[config.mk]
export PLATFORM = sky130hd
export DESIGN_NAME = dmem_byte_arbiter
export DESIGN_NICKNAME = d
export VERILOG_FILES = /design/src/rtl/dmem_byte_arbiter.sv
export SDC_FILE = /design/constraint.sdc
export NUM_CORES = 1
export LEC_CHECK = 0
export CORE_MARGIN = 8
export CORE_UTILIZATION = 53
export CTS_CLUSTER_SIZE = 14
export DETAILED_ROUTE_END_ITERATION = 8
export GPL_TIMING_DRIVEN = 0
export PLACE_DENSITY = 0.86
export RECOVER_POWER = 100
export SYNTH_ARGS = -nofsm -noshare
export SYNTH_HDL_FRONTEND = slang
export SYNTH_SLANG_ARGS = --single-unit
export TNS_END_PERCENT = 30
[constraint.sdc]
create_clock -name clk_i -period 4.7 [get_ports clk_i]
set_clock_uncertainty 0.15 [all_clocks]
set_input_delay 0.94 -clock clk_i [delete_from_list [all_inputs] [get_ports clk_i]]
set_output_delay 0.94 -clock clk_i [all_outputs]
set_load 0.02 [all_outputs]
[src/rtl/dmem_byte_arbiter.sv]
// Round-robin arbiter that serialises two 32-bit word requesters onto a
// byte-wide, single-port data memory as four little-endian byte beats.
module dmem_byte_arbiter #(
    parameter int ADDR_W = 5
) (
    input  logic              clk_i,
    input  logic              rst_i,
    input  logic              req0_i,
    input  logic              we0_i,
    input  logic [ADDR_W-1:0] addr0_i,
    input  logic [31:0]       wdata0_i,
    output logic [31:0]       rdata0_o,
    output logic              ack0_o,
    input  logic              req1_i,
    input  logic              we1_i,
    input  logic [ADDR_W-1:0] addr1_i,
    input  logic [31:0]       wdata1_i,
    output logic [31:0]       rdata1_o,
    output logic              ack1_o,
    output logic [ADDR_W-1:0] mem_addr_o,
    output logic [7:0]        mem_wdata_o,
    output logic              mem_we_o,
    output logic              mem_re_o,
    input  logic [7:0]        mem_rdata_i
);
    // state | meaning
    // IDLE  | no transfer; samples requests and grants round-robin
    // BEAT  | one byte strobe per cycle, beat k = 0..3
    // DONE  | last read byte on mem_rdata_i; ack pulse to granted port
    typedef enum logic [1:0] {IDLE, BEAT, DONE} state_t;

    state_t            state;
    logic [1:0]        beat;
    logic              last_grant;
    logic              cur_port;
    logic              cur_we;
    logic [ADDR_W-3:0] cur_base;
    logic [31:0]       cur_wdata;
    logic [23:0]       rbuf;
    logic [31:0]       res0;
    logic [31:0]       res1;

    logic              any_req;
    logic              gnt_port;
    logic              sel_we;
    logic [ADDR_W-3:0] sel_base;
    logic [31:0]       sel_wdata;
    logic [1:0]        beat_nx;
    logic [31:0]       rd_word;
    logic              unused_addr_lsbs;

    assign unused_addr_lsbs = ^{addr0_i[1:0], addr1_i[1:0]};

    always_comb begin
        any_req  = req0_i | req1_i;
        gnt_port = 1'b0;
        if (req0_i && req1_i) begin
            gnt_port = ~last_grant;
        end else if (req1_i) begin
            gnt_port = 1'b1;
        end
        sel_we    = gnt_port ? we1_i : we0_i;
        sel_base  = gnt_port ? addr1_i[ADDR_W-1:2] : addr0_i[ADDR_W-1:2];
        sel_wdata = gnt_port ? wdata1_i : wdata0_i;
        beat_nx   = beat + 2'd1;
        rd_word   = {mem_rdata_i, rbuf};
    end

    // Byte 3 is only on mem_rdata_i during DONE, so it is forwarded while ack is high.
    always_comb begin
        rdata0_o = res0;
        rdata1_o = res1;
        if (state == DONE && !cur_we) begin
            if (cur_port) begin
                rdata1_o = rd_word;
            end else begin
                rdata0_o = rd_word;
            end
        end
    end

    always_ff @(posedge clk_i) begin
        if (rst_i) begin
            state       <= IDLE;
            beat        <= 2'd0;
            last_grant  <= 1'b1;
            cur_port    <= 1'b0;
            cur_we      <= 1'b0;
            cur_base    <= '0;
            cur_wdata   <= '0;
            rbuf        <= '0;
            res0        <= '0;
            res1        <= '0;
            ack0_o      <= 1'b0;
            ack1_o      <= 1'b0;
            mem_addr_o  <= '0;
            mem_wdata_o <= '0;
            mem_we_o    <= 1'b0;
            mem_re_o    <= 1'b0;
        end else begin
            ack0_o   <= 1'b0;
            ack1_o   <= 1'b0;
            mem_we_o <= 1'b0;
            mem_re_o <= 1'b0;
            case (state)
                IDLE: begin
                    if (any_req) begin
                        state       <= BEAT;
                        beat        <= 2'd0;
                        cur_port    <= gnt_port;
                        last_grant  <= gnt_port;
                        cur_we      <= sel_we;
                        cur_base    <= sel_base;
                        cur_wdata   <= sel_wdata;
                        mem_addr_o  <= {sel_base, 2'b00};
                        mem_we_o    <= sel_we;
                        mem_re_o    <= ~sel_we;
                        mem_wdata_o <= sel_we ? sel_wdata[7:0] : 8'h00;
                    end
                end
                BEAT: begin
                    // Read data lags its strobe by one cycle, so beat k captures byte k-1.
                    if (!cur_we) begin
                        case (beat)
                            2'd1:    rbuf[7:0]   <= mem_rdata_i;
                            2'd2:    rbuf[15:8]  <= mem_rdata_i;
                            2'd3:    rbuf[23:16] <= mem_rdata_i;
                            default: ;
                        endcase
                    end
                    if (beat == 2'd3) begin
                        state  <= DONE;
                        ack0_o <= ~cur_port;
                        ack1_o <= cur_port;
                    end else begin
                        beat        <= beat_nx;
                        mem_addr_o  <= {cur_base, beat_nx};
                        mem_we_o    <= cur_we;
                        mem_re_o    <= ~cur_we;
                        mem_wdata_o <= cur_we ? cur_wdata[{beat_nx, 3'b000} +: 8] : 8'h00;
                    end
                end
                DONE: begin
                    state <= IDLE;
                    if (!cur_we) begin
                        if (cur_port) begin
                            res1 <= rd_word;
                        end else begin
                            res0 <= rd_word;
                        end
                    end
                end
                default: state <= IDLE;
            endcase
        end
    end
endmodule

==> flow_summary.ini <==
[detailed_routing]
routed_wl_mm = 18.2
drtPass1Iterations = 5
drtAntennaViolNets = 0
wl_per_cell_um = 19.2
drt_iter0_drc = 303
drc = 0
viasPerCell = 5.58
vias = 5291

[sta]
fmax_mhz = 249
rsz0062_at_grt = false
setup_ws_ps = 691
hold_viol = 0
finalSetupTns_ps = 0
period_share_pct = 85.3
setup_violations = 0
drv_slew = 0
period_minus_slack_ps = 4010
max_slew_margin_pct = 48.4
worst_pin_slew_ps = 775

[grt]
grt_max_degree = 17
grt_overflow_total = 0
antenna_found_initial = 0
grt_pass1_vias = 5635
grt_pass1_wl_mm = 29.0
groute.usage.overall_pct = 22.8

[logic_synthesis]
synthAdderAreaFrac_pct = 0.576
synth_simple_gate_area_share_pct = 16.9
synth-seq-cells = 145
ys_seq_area_share_pct = 44.5
yosys-top-cells-area = dfxtp_1 (45%), mux2_4 (9.2%), and2b_1 (6.9%), mux2i_1 (6.8%), a211oi_1 (4.1%)
synth_top_family_by_area = multiplexers
syn_area_um2 = 6520
yosysTopAreaCellShare_pct = 44.5
synthFlopType = dfxtp_1
synth_edf_count = 0
synth-async-reset-ratio_pct = 0
yosys_warnings = 0
synthMuxAreaShare_pct = 22.9
ys_types = 37
syn-instance-count = 610
yosys.area.top_type = dfxtp_1
syn-mean-instance-area_um2 = 10.7
synthXorXnorAreaFrac_pct = 0
synth_nets = 701
synth_compound_area_share_pct = 9.42

[floorplanning]
die_h_um = 127
ioPinCount = 169
start_util_pct = 54.3
dieArea_um2 = 16100
die_x_um = 127
core_um2 = 12000
num_rows = 40

[flow_run]
maxCapViolations = 0

[pwr]
swShare_pct = 24.0
power.leakage_uw = 0.00386
combPwrFrac_pct = 11.3
intPower_uw = 2270
peakVddDrop_mv = 0.272
power_density_nw_per_um2 = 343
power_frac_seq_pct = 43.5
p_sw_uw = 718
power_frac_clock_pct = 45.1

[setup_path]
cp-end-kind = output pin
r2r_slack_ps = 2030
path_class = flip-flop to output pin
cp_data_required_time_ps = 3610
start_kind = flip-flop
crit_path_max_fanout = 10
crit_arrival_ps = 2920

[clocking]
post-cts-setup-buffers = 0
htreeDepth = 4
cts.reportedPaths.clkPinSlew_ps = 60
cts_buffers = 17
root_buffer = clkbuf_16
cts_sinks = 145
cts_tree = yes
clock_latency_ps = 420
clk_path_buf_depth = 2
cts_resized = 0
ctsHoldBuffers = 0

[placed_design]
portBuffers = 161
finalWeightedCongestion = 0.864
place_area_um2 = 8320
hpwl_mm = 13.9
pre_cts_ws_ps = 1170
dp.cells = 918

[finish]
design_area_um2 = 8720
stdcell_count = 949
diodes = 0
nets = 881
final_util_pct = 72.6
syn_to_final_growth_pct = 33.8
drive_gt1_share_pct = 9.23

[status]
status = finished, final reports clean

[min_path]
hp-class = flip-flop to flip-flop
## sequential cells by signal, summed over array words and instances (netlist names)
| register | count |
|---|---|
| ack0_o | 1 |
| mem_wdata_o | 8 |
| res1 | 32 |
| last_grant | 1 |
| mem_we_o | 1 |
| cur_wdata | 32 |
| cur_base | 3 |
| res0 | 32 |
| cur_we | 1 |
| state | 2 |
| mem_addr_o | 5 |
| mem_re_o | 1 |
| rbuf | 24 |
| ack1_o | 1 |
| cur_port | 1 |
## worst paths after layout
check,from,to,cells past startpoint
worst max-delay path,state[1],rdata0_o[12],5
worst min register to register,mem_addr_o[4],mem_addr_o[4],2
worst min-delay path,mem_addr_o[4],mem_addr_o[4],2
worst max register to register,mem_addr_o[0],mem_wdata_o[0],7
## cells in the final DEF, fill, tap and decap left out, types with 3 or more instances in the layout
master,instances
nor2_1,61
mux2i_1,44
nor2b_1,7
buf_6,6
clkdlybuf4s50_1,79
a211o_1,4
ha_1,3
clkbuf_1,35
a21oi_1,22
dlygate4sd3_1,82
a41oi_1,8
clkbuf_16,17
and2b_1,60
nand3_1,8
mux2_1,51
mux4_2,8
dfxtp_1,145
buf_12,3
bufinv_16,3
buf_2,8
nor3_1,14
mux2_2,7
nand2_1,46
mux2_4,6
buf_4,3
a211oi_1,36
a311oi_1,8
clkinvlp_4,5
## synthesized netlist by cell type, types with 2 or more instances
master,n
dfxtp_1,145
nor2_1,61
and2b_1,60
nand2_1,46
mux2i_1,44
mux2_4,40
a211oi_1,36
clkbuf_1,24
mux2_2,24
a21oi_1,22
nor3_1,13
buf_4,9
buf_6,9
a311oi_1,8
a41oi_1,8
buf_2,8
mux4_2,8
nand3_1,8
nor2b_1,7
a211o_1,4
and2_1,4
buf_12,3
ha_1,3
inv_1,2
nor3b_2,2
## layer usage
layer  vias up  track usage [%]  part of all wire (%)
met5         -                0                     0
met4         0             9.80                   3.1
met3        46             6.49                   7.1
met2       281             40.9                    50
met1      2471             24.6                    40
li1       2493                -                     -
## worst max-delay path, cell delays in order (launching register included)
cell           delay, ps
dfxtp_1              310
buf_4                160
nor4b_4              370
clkbuf_1             570
mux2_1               420
dlygate4sd3_1        660
## area by class of cell
type                       instances  area, um2
buffer                            54        318
sequential                       145       2900
multi-input combinational        409       3110
tap                              147        184
fill                             861       3290
clock buffer                      18        429
inverter                           2       7.51
clock inverter                    13        164
timing repair buffer             161       1610
## through the flow
| step | hold slack [ps] | power (uW) |
|---|---|---|
| floorplan | 295 | 1510 |
| global placement | 297 | 1660 |
| detailed placement | 301 | 1670 |
| CTS | 308 | 3000 |
| global route | 353 | 3080 |
| finish | 308 | 2990 |
## cells by family after synthesis
family,Yosys count
AND/OR/NAND/NOR,205
adder cells (fa/ha/maj),3
flip-flops,145
multiplexers,116
buffers and inverters,56
AO/OA/AOI/OAI,85
## power groups by stage
stage	Combinational, uW	Clock, uW	Sequential [uW]
finish	339	1350	1300
global route	364	1410	1310
CTS	346	1360	1300
detailed placement	342	0	1330
global placement	333	0	1330
floorplan	185	0	1330
(Power assumes the default switching activity.)
